## src/rtl/tdm_mux_pkg.sv

```systemverilog
// Shared constants, types and width helper for the TDM multiplexer scanner.
// Used by tdm_scan_ctr and tdm_mux_scanner (optional macro TDM_MUX_MANUAL_SEL_EN lives in the top).
package tdm_mux_pkg;

  localparam int TDM_N_CH_DEF   = 4;
  localparam int TDM_DWELL_DEF  = 16;
  localparam int TDM_DATA_W_DEF = 1;

  typedef enum logic {
    MODE_SCAN   = 1'b0,
    MODE_MANUAL = 1'b1
  } tdm_mode_e;

  // Index width for a 0..n-1 range; never narrower than one bit.
  function automatic int tdm_sel_w(input int n);
    return (n > 1) ? $clog2(n) : 1;
  endfunction

endpackage

```

## src/rtl/tdm_scan_ctr.sv

```systemverilog
// Channel/dwell counter for the TDM scanner: owns ch_q and cnt_q, wraps on explicit
// compares, restarts on sync_start and holds while frozen.
module tdm_scan_ctr
  import tdm_mux_pkg::*;
#(
  parameter int N_CH  = TDM_N_CH_DEF,
  parameter int DWELL = TDM_DWELL_DEF,
  parameter int SEL_W = tdm_sel_w(N_CH)
) (
  input  logic             clk,
  input  logic             rst_n,
  input  logic             advance,
  input  logic             freeze,
  input  logic             sync_start,
  output logic [SEL_W-1:0] ch,
  output logic             slot_first
);

  localparam int               CNT_W    = tdm_sel_w(DWELL);
  localparam logic [SEL_W-1:0] CH_LAST  = SEL_W'(N_CH - 1);
  localparam logic [CNT_W-1:0] CNT_LAST = CNT_W'(DWELL - 1);

  logic [SEL_W-1:0] ch_q;
  logic [CNT_W-1:0] cnt_q;

  // sync_start wins over both enable and freeze so a restart is never lost.
  always_ff @(posedge clk or negedge rst_n) begin
    if (!rst_n) begin
      ch_q  <= '0;
      cnt_q <= '0;
    end else if (sync_start) begin
      ch_q  <= '0;
      cnt_q <= '0;
    end else if (advance && !freeze) begin
      if (cnt_q == CNT_LAST) begin
        cnt_q <= '0;
        ch_q  <= (ch_q == CH_LAST) ? '0 : ch_q + 1'b1;
      end else begin
        cnt_q <= cnt_q + 1'b1;
      end
    end
  end

  assign ch         = ch_q;
  assign slot_first = (ch_q == '0) && (cnt_q == '0);

endmodule

```

## src/rtl/tdm_mux_scanner.sv

```systemverilog
// Time-division multiplexer: scans N_CH channels with DWELL enabled cycles each and
// registers the selected sample with its channel tag. Optional macro: TDM_MUX_MANUAL_SEL_EN.
module tdm_mux_scanner
  import tdm_mux_pkg::*;
#(
  parameter  int N_CH   = TDM_N_CH_DEF,
  parameter  int DATA_W = TDM_DATA_W_DEF,
  parameter  int DWELL  = TDM_DWELL_DEF,
  localparam int SEL_W  = tdm_sel_w(N_CH)
) (
  input  logic                   clk,
  input  logic                   rst_n,
  input  logic                   en,
  input  logic                   sync_start,
  input  logic [N_CH*DATA_W-1:0] din,
  output logic [DATA_W-1:0]      dout,
  output logic [SEL_W-1:0]       dout_ch,
  output logic                   dout_valid,
  output logic                   frame_start
`ifdef TDM_MUX_MANUAL_SEL_EN
  ,
  input  logic                   man_en,
  input  logic [SEL_W-1:0]       man_sel
`endif
);

  logic [SEL_W-1:0]  scan_ch;
  logic [SEL_W-1:0]  sel;
  logic              slot_first;
  logic              freeze;
  tdm_mode_e         mode;
  logic [DATA_W-1:0] sel_data;
  logic              hit;
  logic              smp_fs;

`ifdef TDM_MUX_MANUAL_SEL_EN
  assign mode = man_en ? MODE_MANUAL : MODE_SCAN;
  assign sel  = (mode == MODE_MANUAL) ? man_sel : scan_ch;
`else
  assign mode = MODE_SCAN;
  assign sel  = scan_ch;
`endif

  assign freeze = (mode == MODE_MANUAL);

  tdm_scan_ctr #(
    .N_CH  (N_CH),
    .DWELL (DWELL),
    .SEL_W (SEL_W)
  ) u_ctr (
    .clk        (clk),
    .rst_n      (rst_n),
    .advance    (en),
    .freeze     (freeze),
    .sync_start (sync_start),
    .ch         (scan_ch),
    .slot_first (slot_first)
  );

  // Compare-based mux: an index outside 0..N_CH-1 yields zero data and no hit.
  always_comb begin
    sel_data = '0;
    hit      = 1'b0;
    for (int k = 0; k < N_CH; k++) begin
      if (sel == SEL_W'(k)) begin
        sel_data = din[k*DATA_W +: DATA_W];
        hit      = 1'b1;
      end
    end
  end

  assign smp_fs = slot_first && (mode == MODE_SCAN);

  // dout_ch only follows a valid selection so a bad manual index leaves the tag alone.
  always_ff @(posedge clk or negedge rst_n) begin
    if (!rst_n) begin
      dout        <= '0;
      dout_ch     <= '0;
      dout_valid  <= 1'b0;
      frame_start <= 1'b0;
    end else if (en) begin
      dout        <= sel_data;
      dout_valid  <= hit;
      frame_start <= smp_fs;
      if (hit) begin
        dout_ch <= sel;
      end
    end else begin
      dout_valid  <= 1'b0;
      frame_start <= 1'b0;
    end
  end

endmodule

```

## config.mk

```make
export PLATFORM = sky130hd
export DESIGN_NAME = tdm_mux_scanner
export DESIGN_NICKNAME = d
export VERILOG_FILES = /design/src/rtl/tdm_mux_pkg.sv /design/src/rtl/tdm_scan_ctr.sv /design/src/rtl/tdm_mux_scanner.sv
export SDC_FILE = /design/constraint.sdc
export NUM_CORES = 1
export LEC_CHECK = 0
export ABC_CLOCK_PERIOD_IN_PS = 3400
export CAP_MARGIN = 20
export CORE_AREA = 5 5 42 44
export CTS_CLUSTER_DIAMETER = 60
export DETAILED_ROUTE_END_ITERATION = 16
export DIE_AREA = 0 0 47 49
export GPL_TIMING_DRIVEN = 0
export HOLD_SLACK_MARGIN = 0.05
export PLACE_DENSITY = 0.7
export SETUP_SLACK_MARGIN = 0.3
export SYNTH_ARGS = -nofsm -noshare
export SYNTH_HDL_FRONTEND = slang
export SYNTH_SLANG_ARGS = --single-unit
```

## constraint.sdc

```tcl
create_clock -name clk -period 3.4 [get_ports clk]
set_input_delay 0.68 -clock clk [delete_from_list [all_inputs] [get_ports clk]]
set_output_delay 0.68 -clock clk [all_outputs]
set_load 0.01 [all_outputs]
```

; ---- Yosys cells after proc, flatten, opt, wreduce, memory -nomap -nowiden
; Index checks and enable logic that the tools add are counted.
[word_totals]
out_inout_bits = 5
regBits = 11
in_bits = 8
[op_classes]
mux = 17
n_reduce_logical = 7
addsub = 2
eq_ne = 4
[op_table]
columns = op, count
row1 = $mux W4, 3
row2 = $mux W1, 10
row3 = $mux W2, 4
row4 = $add A4 B1 Y4 const B, 1
row5 = $eq A2 B2 Y1 const B, 2
row6 = $eq A4 B4 Y1 const B, 1
row7 = $logic_not A4 Y1, 1
row8 = $reduce_and A2 Y1, 2
row9 = $reduce_bool A2 Y1, 2
row10 = $add A2 B1 Y2 const B, 1
row11 = $eq A2 B1 Y1 const B, 1
row12 = $logic_not A2 Y1, 1
row13 = $logic_and A1 B1 Y1, 1

; ---- Depth between registers and ports, before layout
[logic_depth]
word_depth = 6
ltp_mapped = 5
ltp_nobuf = 5

; ---- Cells and area by module
; From an unflattened synthesis, not the netlist that was laid out.
[hier_totals]
cells_unflattened = 55
hier_area_um2 = 571.8
[by_module_without_submodules]
columns = mod, instances, area_per_inst_um2, cells_per_inst
row1 = tdm_scan_ctr, 1, 365.4, 37
row2 = tdm_mux_scanner, 1, 206.4, 18

; ---- Worst setup path before layout
; Ideal clock, no wire load.
[synth_timing]
kind = input to register
from = input port en
to = register u_ctr.cnt_q[3]
setup_slack_ps = 2121
required_ps = 3281
setup_ps = 119
arrival_time_ps = 1160
cell_stages = 4
n_path_buf = 1
path_cell_list = buf_6 nand4_1 xnor2_1 and2_1
[synth_between]
elab_chain_cells = 1
[synth_rtl]
columns = item, line_no
row1 = "start, declared", tdm_mux_scanner.sv:13  ; input logic en,
row2 = $reduce_bool A2 Y1 (no source line), -
row3 = "end signal, assigned", tdm_scan_ctr.sv:39  ; cnt_q <= cnt_q + 1'b1;
row4 = "end, declared", tdm_scan_ctr.sv:24  ; logic [CNT_W-1:0] cnt_q;
; Every way passes these cells.
; A chain may end at the register's enable or synchronous reset.

; ---- Final worst setup path
[layout_timing]
from = register dout_ch[1]
to = output port dout_ch[1]
[layout_lines]
columns = item, line_no
row1 = "start, declared", tdm_mux_scanner.sv:17  ; output logic [SEL_W-1:0] dout_ch,
row2 = "start signal, assigned", tdm_mux_scanner.sv:86  ; dout_ch <= sel;
; No word-level cell between the ends.

==> results.cfg <==
[final_layout]
area_growth_pct = 28.9
share_of_final_layout_standard_cells_stronger_than_drive_strength_1_pct = 10.1
ff_latch_area_um2 = 275
num-nets-final = 84
final_cell_area_um2 = 742
n_antenna_cell = 0
share_of_the_core_filled_with_cells_in_the_final_layout_pct = 52.9
post_layout_nonfiller_instances = 85
multiInputGateArea_um2 = 267
nFillCells = 134

[timing]
finalCriticalPeriod_ns = 1.85
final-hold-violation-count = 0
finalWorstSetupSlack_ns = 1.55
achievable-frequency_mhz = 542
fin_setup_tns_ns = 0
relSlewSlack_pct = 66.8
finalCritPeriodShare_pct = 54.3
clock-skew-final_ns = 0.00385
worst_slew_pin_slew_ns = 0.496
setup_violations = 0
rsz_0062_raised_after_global_routing = false
fin_hold_ws_ns = 0.523
slew_viol_final = 0

[synth]
synth_nets = 67
most_instantiated_cells_after_synthesis = sky130_fd_sc_hd__dfrtp_1, sky130_fd_sc_hd__ha_1, sky130_fd_sc_hd__inv_1
synth_edf_count = 0
postSynthCellCount = 53
number_of_distinct_library_cells_after_synthesis = 24
ys.warnings.count = 0
synth_top_area_share_pct = 47.8
ys_seq_area_share_pct = 47.8
dominantRegCellSynth = sky130_fd_sc_hd__dfrtp_1
ys_ff_latch = 11
syn_area_um2 = 576
post-synth-top-count-cell = sky130_fd_sc_hd__dfrtp_1
avgSynthCellArea_um2 = 10.9
yosys-top-cells-area = sky130_fd_sc_hd__dfrtp_1, sky130_fd_sc_hd__ha_1, sky130_fd_sc_hd__mux2_2
post_synth_arst_share_pct = 100
synthDominantAreaCellType = sky130_fd_sc_hd__dfrtp_1

[setup_path]
critical-path-max-stage-delay_ns = 0.54
cp_top_family = buffers and inverters
critical_path.cell_chain = clkdlybuf4s50_1
setup.worst_path.start_class = register
critical_path_buf_inv_count = 1
timing.critical_path.arrival_ns = 1.17
critical_path_peak_fanout = 2
worst-setup-path-type = register to output pin
endpoint_kind = output pin
crit_path_top_delay_cell = sky130_fd_sc_hd__clkdlybuf4s50_1
cp_data_required_time_ns = 2.72

[placed_design]
globalplace.congestion = 0.694
portBuffers = 12
dp_hpwl_um = 767
dp.cells = 81
place_area_um2 = 716
worst_case_setup_slack_after_placement_ns = 1.50

[run_status]
status = finished clean

[global_route]
global_route.usage.total_pct = 11.3
largest_net_degree_at_the_start_of_global_routing = 12
grt_overflow = 0
antenna_violations_before_repair = 0
grt_pass1_vias = 408
grt_pass1_wl_um = 1740

[drt]
detail_route.first_pass.iterations = 4
detail_route.vias_per_cell = 4.98
routed_wirelength_um = 1060
detail_route.wl_per_cell_um = 12.5
detail_route.drc_violations = 0
num_vias = 423
antenna_left = 0
detailedRoute.firstIterationViolations = 5

[power]
share_seq_of_total_power_pct = 47.7
clock_power_share_pct = 29.1
p_switching_mw = 0.0940
power_frac_comb_pct = 23.2
p_int_mw = 0.235
p_leak_nw = 0.341
totalPowerFinal_mw = 0.329
maximum_vdd_drop_mv = 0.198
power.share.switching_pct = 28.6
p_per_area_mw_per_mm2 = 443

[floorplan]
fp.coreArea_mm2 = 0.00140
floorplan.initialDensity_pct = 41.1
die-area_mm2 = 0.00230
placement_rows = 14
ioPinCount = 13
floorplan_die_width_um = 47
die_height_um = 49

[clock_tree]
cts_htree_levels = 1
cts.path.max_buffers = 2
cts_buffers = 3
numClockSinks = 11
cts.hold.buffers_added = 0
tritoncts = yes
path_clk_slew_ns = 0.08
post_cts_resize_count = 0
cts_root_buf = sky130_fd_sc_hd__clkbuf_4
worstSkewPairLatency_ns = 0.28
postCtsSetupBuffers = 0

[min_path]
min_path_type = register to register

[flow_run]
max_cap_violations = 0
-- worst paths after layout --
path                       slack [ns]           start  cells past startpoint           to
min reg2reg                      0.52      dout_ch[0]                      1   dout_ch[0]
min in group asynchronous        0.73           rst_n                      1  u_ctr.ch[1]
max reg2reg                      2.12  u_ctr.cnt_q[0]                      4  u_ctr.ch[0]
max in group asynchronous        2.34           rst_n                      1   dout_ch[0]
min                              0.52      dout_ch[0]                      1   dout_ch[0]
max                              1.55      dout_ch[1]                      1   dout_ch[1]
-- layer usage --
layer | routed length (µm) | share of wire [%] | track usage, % | vias to the layer above
li1 | - | - | - | 214
met1 | 490 | 46 | 15.0 | 194
met2 | 463 | 44 | 13.6 | 12
met3 | 70 | 6.6 | 4.43 | 3
met4 | 36 | 3.4 | 9.68 | 0
met5 | 0 | 0 | 0 | -
-- logic make-up after synthesis --
kind of cell               Yosys count  share of synthesized area (%)
and+or+nand+nor                     16                           14.3
DFF                                 11                           47.8
AOI/OAI and AO/OA                    8                           10.2
muxes                                3                           5.65
adders and majority gates            6                           13.0
xor gates and xnor gates             2                           3.04
buffers and inverters                7                           5.87
-- registers in the layout, summed over array words and instances, names as in the netlist --
signal	cells
frame_start	1
dout_ch	2
u_ctr.cnt_q	4
dout_valid	1
dout	1
u_ctr.ch	2
-- cell type report --
class,instances,area share (%)
clock buffers,4,3.54
inverters,5,2.53
well taps,16,2.70
flip-flops and latches,11,37.1
repair buffers,12,16.2
plain buffers,2,2.02
multi-input cells,35,35.9
-- power by group through the flow --
stage | Combinational, mW | Sequential [mW] | Clock (mW)
after floorplan | 0.0341 | 0.163 | 0
after global placement | 0.0754 | 0.159 | 0
after detailed placement | 0.0771 | 0.160 | 0
after CTS | 0.0777 | 0.157 | 0.0987
after global routing | 0.0848 | 0.160 | 0.106
final | 0.0762 | 0.157 | 0.0956
-- placed cells by master, fill, tap and decap left out --
cell,count
sky130_fd_sc_hd__clkdlybuf4s50_1,12
sky130_fd_sc_hd__dfrtp_1,11
sky130_fd_sc_hd__ha_1,6
sky130_fd_sc_hd__inv_1,5
sky130_fd_sc_hd__nor2_1,4
sky130_fd_sc_hd__nand2_1,4
sky130_fd_sc_hd__a21oi_1,3
sky130_fd_sc_hd__clkbuf_4,3
sky130_fd_sc_hd__clkbuf_1,2
sky130_fd_sc_hd__mux2_2,2
sky130_fd_sc_hd__nand3_1,2
sky130_fd_sc_hd__buf_6,1
sky130_fd_sc_hd__and4_1,1
sky130_fd_sc_hd__xor2_1,1
sky130_fd_sc_hd__and3b_1,1
sky130_fd_sc_hd__a311oi_1,1
sky130_fd_sc_hd__o22ai_1,1
sky130_fd_sc_hd__a41oi_2,1
sky130_fd_sc_hd__nand4_1,1
sky130_fd_sc_hd__xnor2_1,1
sky130_fd_sc_hd__and2_1,1
sky130_fd_sc_hd__nand2b_1,1
sky130_fd_sc_hd__o21ai_0,1
sky130_fd_sc_hd__mux2i_1,1
sky130_fd_sc_hd__nor4_1,1
sky130_fd_sc_hd__a21o_1,1
Power figures use the tool's default switching activity.
